--- src/rtl/stage_sequencer_pkg.sv ---
`default_nettype none
// ============================================================================
// Module      : stage_sequencer_pkg
// Description : Shared stage codes and widths for the multi-cycle stage
//               sequencer and its datapath neighbours.
// Revision    : 1.0 - initial release
// ============================================================================
package stage_sequencer_pkg;

   localparam int WORD_SIZE = 16;
   localparam int STAGE_W   = 3;

   // Codes 5 and 6 are deliberately unassigned; the FSM recovers them to IF.
   typedef enum logic [STAGE_W-1:0] {
      STAGE_IF   = 3'd0,
      STAGE_ID   = 3'd1,
      STAGE_EX   = 3'd2,
      STAGE_MEM  = 3'd3,
      STAGE_WB   = 3'd4,
      STAGE_HALT = 3'd7
   } stage_e;

endpackage
`default_nettype wire

--- src/rtl/stage_tick_gen.sv ---
`default_nettype none
// ============================================================================
// Module      : stage_tick_gen
// Description : Advance-tick source: auto prescaler or synchronised step
//               button with rising-edge detect. STAGE_SEQ_DEBOUNCE_EN adds a
//               debounce filter in front of the edge detector.
// Revision    : 1.0 - initial release
// ============================================================================
module stage_tick_gen #(
   parameter int AUTO_DIV        = 4,
   parameter int DEBOUNCE_CYCLES = 16
) (
   input  logic clk,
   input  logic rst_n,
   input  logic is_auto,
   input  logic next_stage,
   output logic tick
);

   localparam int c_presc_w = (AUTO_DIV > 1) ? $clog2(AUTO_DIV) : 1;
   localparam logic [c_presc_w-1:0] c_presc_max = c_presc_w'(AUTO_DIV - 1);

   if (AUTO_DIV < 1 || DEBOUNCE_CYCLES < 1) begin : g_bad_param
      $error("stage_tick_gen: AUTO_DIV and DEBOUNCE_CYCLES must be >= 1");
   end

   logic [c_presc_w-1:0] r_presc;
   logic                 r_auto_q;
   logic                 r_auto_vld;
   logic                 r_sync1;
   logic                 r_sync2;
   logic                 r_level_q;
   logic                 w_level;
   logic                 w_mode_chg;
   logic                 w_presc_hit;

   // The first cycle after reset only samples is_auto so it is not seen as a change.
   assign w_mode_chg  = r_auto_vld & (is_auto ^ r_auto_q);
   assign w_presc_hit = (r_presc == c_presc_max);

   always_ff @(posedge clk or negedge rst_n) begin
      if (!rst_n) begin
         r_presc    <= '0;
         r_auto_q   <= 1'b0;
         r_auto_vld <= 1'b0;
         r_sync1    <= 1'b0;
         r_sync2    <= 1'b0;
         r_level_q  <= 1'b0;
      end else begin
         r_auto_vld <= 1'b1;
         r_auto_q   <= is_auto;
         r_sync1    <= next_stage;
         r_sync2    <= r_sync1;
         r_level_q  <= w_level;
         if (w_mode_chg || !is_auto) begin
            r_presc <= '0;
         end else if (w_presc_hit) begin
            r_presc <= '0;
         end else begin
            r_presc <= r_presc + c_presc_w'(1);
         end
      end
   end

`ifdef STAGE_SEQ_DEBOUNCE_EN
   localparam int c_db_w = (DEBOUNCE_CYCLES > 1) ? $clog2(DEBOUNCE_CYCLES) : 1;
   localparam logic [c_db_w-1:0] c_db_max = c_db_w'(DEBOUNCE_CYCLES - 1);

   logic [c_db_w-1:0] r_db_cnt;
   logic              r_db_level;

   // Accept a new level only after it has been stable for DEBOUNCE_CYCLES cycles.
   always_ff @(posedge clk or negedge rst_n) begin
      if (!rst_n) begin
         r_db_cnt   <= '0;
         r_db_level <= 1'b0;
      end else if (r_sync2 == r_db_level) begin
         r_db_cnt   <= '0;
      end else if (r_db_cnt == c_db_max) begin
         r_db_cnt   <= '0;
         r_db_level <= r_sync2;
      end else begin
         r_db_cnt   <= r_db_cnt + c_db_w'(1);
      end
   end

   assign w_level = r_db_level;
`else
   assign w_level = r_sync2;
`endif

   always_comb begin
      tick = 1'b0;
      if (!w_mode_chg) begin
         if (is_auto) begin
            tick = w_presc_hit;
         end else begin
            tick = w_level & ~r_level_q;
         end
      end
   end

endmodule
`default_nettype wire

--- src/rtl/stage_sequencer.sv ---
`default_nettype none
// ============================================================================
// Module      : stage_sequencer
// Description : Multi-cycle CPU stage controller IF->ID->EX->(MEM)->(WB)->IF
//               with datapath write strobes and a retired-instruction count.
//               Optional build macro: STAGE_SEQ_DEBOUNCE_EN (step debounce).
// Revision    : 1.0 - initial release
// ============================================================================
module stage_sequencer
   import stage_sequencer_pkg::*;
#(
   parameter int AUTO_DIV        = 4,
   parameter int DEBOUNCE_CYCLES = 16,
   parameter int CNT_W           = 16
) (
   input  logic               clk,
   input  logic               rst_n,
   input  logic               is_auto,
   input  logic               next_stage,
   input  logic               need_mem,
   input  logic               need_wb,
   input  logic               is_halt,
   input  logic               mem_ready,
   output logic [STAGE_W-1:0] stage,
   output logic               ir_we,
   output logic               pc_we,
   output logic               reg_we,
   output logic               mem_en,
   output logic [CNT_W-1:0]   instr_count
);

   logic             w_tick;
   stage_e           r_stage;
   stage_e           w_next;
   logic             w_ir_we;
   logic             w_reg_we;
   logic             w_retire;
   logic [CNT_W-1:0] r_count;

   stage_tick_gen #(
      .AUTO_DIV        (AUTO_DIV),
      .DEBOUNCE_CYCLES (DEBOUNCE_CYCLES)
   ) u_tick_gen (
      .clk        (clk),
      .rst_n      (rst_n),
      .is_auto    (is_auto),
      .next_stage (next_stage),
      .tick       (w_tick)
   );

   always_ff @(posedge clk or negedge rst_n) begin
      if (!rst_n) begin
         r_stage <= STAGE_IF;
      end else begin
         r_stage <= w_next;
      end
   end

   always_comb begin
      w_next   = r_stage;
      w_ir_we  = 1'b0;
      w_reg_we = 1'b0;
      w_retire = 1'b0;
      case (r_stage)
         STAGE_IF: begin
            if (w_tick) begin
               w_next  = STAGE_ID;
               w_ir_we = 1'b1;
            end
         end
         STAGE_ID: begin
            if (w_tick) begin
               w_next = is_halt ? STAGE_HALT : STAGE_EX;
            end
         end
         STAGE_EX: begin
            if (w_tick) begin
               if (need_mem) begin
                  w_next = STAGE_MEM;
               end else if (need_wb) begin
                  w_next = STAGE_WB;
               end else begin
                  w_next   = STAGE_IF;
                  w_retire = 1'b1;
               end
            end
         end
         // A tick while memory is busy is dropped, not queued.
         STAGE_MEM: begin
            if (w_tick && mem_ready) begin
               if (need_wb) begin
                  w_next = STAGE_WB;
               end else begin
                  w_next   = STAGE_IF;
                  w_retire = 1'b1;
               end
            end
         end
         STAGE_WB: begin
            if (w_tick) begin
               w_next   = STAGE_IF;
               w_reg_we = 1'b1;
               w_retire = 1'b1;
            end
         end
         STAGE_HALT: begin
            w_next = STAGE_HALT;
         end
         default: begin
            w_next = STAGE_IF;
         end
      endcase
   end

   always_ff @(posedge clk or negedge rst_n) begin
      if (!rst_n) begin
         r_count <= '0;
      end else if (w_retire) begin
         r_count <= r_count + CNT_W'(1);
      end
   end

   assign stage       = r_stage;
   assign ir_we       = w_ir_we;
   assign pc_we       = w_retire;
   assign reg_we      = w_reg_we;
   assign mem_en      = (r_stage == STAGE_MEM);
   assign instr_count = r_count;

endmodule
`default_nettype wire

--- config.mk ---
export PLATFORM = sky130hd
export DESIGN_NAME = stage_sequencer
export DESIGN_NICKNAME = d
export VERILOG_FILES = /design/src/rtl/stage_sequencer_pkg.sv /design/src/rtl/stage_tick_gen.sv /design/src/rtl/stage_sequencer.sv
export SDC_FILE = /design/constraint.sdc
export NUM_CORES = 1
export LEC_CHECK = 0
export BUFFER_PORTS_ARGS = -buffer_cell sky130_fd_sc_hd__buf_2
export CAP_MARGIN = 20
export CORE_MARGIN = 8
export CORE_UTILIZATION = 56
export DETAILED_ROUTE_END_ITERATION = 8
export PLACE_DENSITY = 0.83
export SKIP_LAST_GASP = 1
export SLEW_MARGIN = 5
export SYNTH_ARGS = -nofsm -noshare
export SYNTH_HDL_FRONTEND = slang
export SYNTH_SLANG_ARGS = --single-unit
export TNS_END_PERCENT = 20
--- constraint.sdc ---
create_clock -name clk -period 2.35 [get_ports clk]
set_input_delay 0.1175 -clock clk [delete_from_list [all_inputs] [get_ports clk]]
set_output_delay 0.1175 -clock clk [all_outputs]
set_load 0.02 [all_outputs]
==> results.md <==
Status:
- The flow ran to the end, and the final reports show no timing, DRC or antenna violations.

Floorplanning:
- The horizontal die dimension is approximately 64 µm.
- The floorplan step defined a die boundary enclosing roughly 4100 µm².
- The area of the core is around 2200 µm².
- From bottom edge to top edge, the die measures 63.69 µm.
- The number of cell rows is 17.
- For this design the top-level I/O count stands at 31.
- For this configuration, the core starts out at a cell density of about three fifths.

Global route:
- The maximum number of pins on one net before global-route repair is 27.
- The via count of the first global-routing pass is 1003.
- The overall overflow remaining after global route is 0.
- The wire length of the first global-routing pass is 4312 µm.
- Global routing used around 13% of the available tracks.
- The number of antenna violations at the first check in global routing came to 0.

Logic synthesis:
- The synthesized design contains 26 register bits.
- The average instance in the mapped netlist occupies around 11 µm².
- When the netlist entered floorplanning its net count stood at 125.
- After technology mapping, the gate count stands at around 120.
- Yosys printed 0 warnings.
- The register area share after synthesis is about 50%.
- The number of unique standard cell types used by synthesis is 36.
- The cell area that synthesis handed to floorplanning was around 1300 µm².

Timing:
- The relative max-transition margin is 57.94%.
- Setup violations remaining at the end of the flow were counted as 0.
- The hold violation total from the final report came to 0.
- Dividing the final minimum period by the clock period gives between 80 and 90%.
- The post-route minimum period is 2.031 ns.
- Between clock sinks in the finished design, the worst skew comes to about 0.010 ns.
- In the post-route analysis, the smallest setup slack over all paths is between 0.3 and 0.4 ns.
- The max-slew violation count is 0.
- The highest achievable clock rate is 492.4 MHz.
- Setup repair after global routing left no endpoint under its margin.
- At the pin with the least slew margin, the transition time is between 0.6 and 0.7 ns.
- The total negative slack for setup checks is 0 ns.

Clock tree:
- TritonCTS built the clock tree.
- The clock passes through at most 2 buffers.
- The total clock buffers created by CTS is 3.
- For the worst-skew pair, the clock arrives at the later sink with an insertion delay of between 0.3 and 0.4 ns.
- Hold repair after CTS inserted 3 buffers.
- The clock slew at the register clock pins of the worst setup and hold paths is between 0.1 and 0.15 ns.
- The tree is rooted in a clkbuf_4.
- The number of H-tree levels is 1.
- The post-CTS setup buffer count is 0.
- The number of cells upsized or downsized after cts is 0.
- The count of clock tree sinks is 26.

Placed design:
- Routability-driven placement finished with a final weighted congestion of a little over 0.8.
- The number of buffers added on ports is 30.
- The post-placement cell count is between 150 and 200.
- The setup slack after placement is just under 0.4 ns.
- The post-placement cell area is between 1000 and 1500 µm².
- The wire-length estimate of the detail-placed layout is a little under 2000 µm.

Drt:
- The detail route stage leaves a number of antenna-violating nets equal to 0.
- The initial detailed-routing violation count is 56.
- In the final routed layout, each cell accounts on average for about 14 µm.
- The mean number of vias per cell is roughly 5.6.
- The first detailed-routing pass took 4 iterations.
- The final wirelength is between 2000 and 3000 µm.
- The via count of the routed design is just under 1000.
- After detailed routing, the number of remaining DRC violations is 0.

Power:
- The leakage power figure is roughly 0.7 nW.
- The cell area power density is slightly below 800 nW/µm².
- In this run, the clock network consumes a little under a fifth of the power.
- Internal power comes to 753.0 µW.
- Per report_power, the sequential group accounts for between 50% and 60% of the total.
- The highest ir drop seen on vdd is around 0.5 mV.
- The combinational share of power is a little under a third.
- The net switching component of the power is about 420 µW.
- The total power is roughly 1.2 mW.
- The switching share of power is 36.03%.

Finish:
- The antenna diode instance count is 0.
- Excluding fillers, the count of instances in the completed layout stands at 174.
- Of the cells placed in the final design, the portion with a size suffix greater than 1 is around 30%.
- The final instance area is between 1000 and 1500 µm².
- After the last flow step, the layout net total stands at around 160.
- Relative to the synthesized area, the layout overhead comes to 16.80%.

Critical path:
- For this design, the slowest cell found on the critical path is dfrtp_1.
- The critical path endpoint category is a flip-flop.
- The required time at the endpoint of the critical path is about 2.6 ns.
- The startpoint type of the worst setup path is a flip-flop.
- The delay contributed by the slowest stage of the critical path is 0.57 ns.
- The kind of cell adding the most delay to the critical path is simple AND/OR/NAND/NOR gates.
- The critical-path maximum fanout is 11.
- Walking the worst path, the cells encountered are nor3b_2 -> o21ai_0 -> nor3_2 -> nand4_1 -> xnor2_1.
- The signal arrival time at the worst endpoint is around 2.3 ns.
- The critical path in this run is classified as reg -> reg.
- The critical path contains buffers and inverters numbering 0 combined.

Min path:
- The class of the worst hold path is in -> reg.

Flow run:
- The max-cap violation count is 0.
## metal layers
metal	share of wire [%]	vias up	global-route usage [%]	routed length, µm
li1	-	464	-	-
met1	43	467	13.89	1088
met2	48	29	21.93	1212
met3	6.8	6	4.594	170
met4	1.7	0	5.571	42
met5	0	-	0	0
## power by group through the flow
stage          combinational [mW]  clock, mW  sequential (mW)
2_1_floorplan               0.270          0            0.604
5_1_grt                     0.388      0.235            0.616
3_3_place_gp                0.345          0            0.601
4_1_cts                     0.360      0.226            0.602
6_report                    0.354      0.221            0.602
3_5_place_dp                0.355          0            0.608
## cells in the mapped netlist, drive strengths merged
cell type,n,share of area [%]
a211oi,2,1.2
a21oi,2,0.79
a221oi,1,0.69
a32oi,1,1.3
a41oi,1,1.3
and2,3,1.5
and3,3,1.5
and4,1,0.69
buf,4,2.4
clkbuf,2,0.59
conb,1,0.29
dfrtp,26,51
ha,2,2.0
inv,3,0.88
mux2,2,1.8
mux2i,1,0.79
nand2,7,2.1
nand2b,3,1.5
nand3,7,2.8
nand4,6,2.9
nor2,2,0.79
nor2b,4,2.6
nor3,4,2.0
nor3b,2,1.6
o21ai,4,1.6
o2bb2ai,1,0.69
o32ai,1,0.69
or2,2,0.98
or2b,1,0.59
or3,1,0.49
xnor2,14,9.6
xor2,1,0.69
## metrics by stage
| stage | util [%] | hold WS, ns |
|---|---|---|
| floorplan | - | -0.1781 |
| global placement | 64.88 | 0.1318 |
| detailed placement | 64.88 | 0.1375 |
| CTS | 67.90 | 0.1520 |
| global route | 67.90 | 0.1762 |
| finish | 67.90 | 0.1561 |
## registers in the layout, indices dropped and copies added, names as in the netlist
signal,flops
stage,3
u_tick_gen.r_sync2,1
u_tick_gen.r_sync1,1
instr_count,16
u_tick_gen.r_presc,2
u_tick_gen.r_level_q,1
u_tick_gen.r_auto_q,1
u_tick_gen.r_auto_vld,1
## logic make-up after synthesis
logic type,synth area share [%]
buffers and inverters,3.831
other,0.2944
adders and majority gates,1.964
AOI/OAI and AO/OA,8.154
and+or+nand+nor,21.81
xor gates and xnor gates,10.31
DFF,51.08
muxes,2.554
## worst min-delay path, stage by stage
cell and delay (ns):
buf_2 0.11, nand2b_1 0.11, o32ai_1 0.10
## placed cells by master (no fill, tap or decap), types with 2 or more instances in the layout
cell type	instances
ha_1	2
dlygate4sd3_1	3
xnor2_1	14
dfrtp_1	26
nand3_1	7
nand2_1	7
nor3_1	3
clkbuf_4	3
a21oi_1	2
and2_1	3
inv_1	3
mux2_2	2
o21ai_0	4
nor2b_1	3
nand2b_1	3
buf_2	30
nand4_1	6
and3_1	3
a211oi_1	2
or2_2	2
## final timing paths
check                                         from                     to  slack, ns  cells after the start
worst min-delay path                      need_mem               stage[0]       0.16                      3
worst min register to register  u_tick_gen.r_sync1     u_tick_gen.r_sync2       0.38                      0
max in group asynchronous                    rst_n  u_tick_gen.r_presc[1]       1.69                      2
min in group asynchronous                    rst_n         instr_count[5]       0.29                      2
worst max register to register            stage[2]        instr_count[15]       0.32                      5
worst max-delay path                      stage[2]        instr_count[15]       0.32                      5
## cell type report
cell class,count,area [µm²]
inverters,3,11.26
clock buffers,4,36.28
well taps,28,35.03
repair buffers,33,180.2
multi-input cells,80,574.3
fillers,171,703.2
flip-flops and latches,26,650.6
Note: power is estimated with default switching activity, not from simulation.
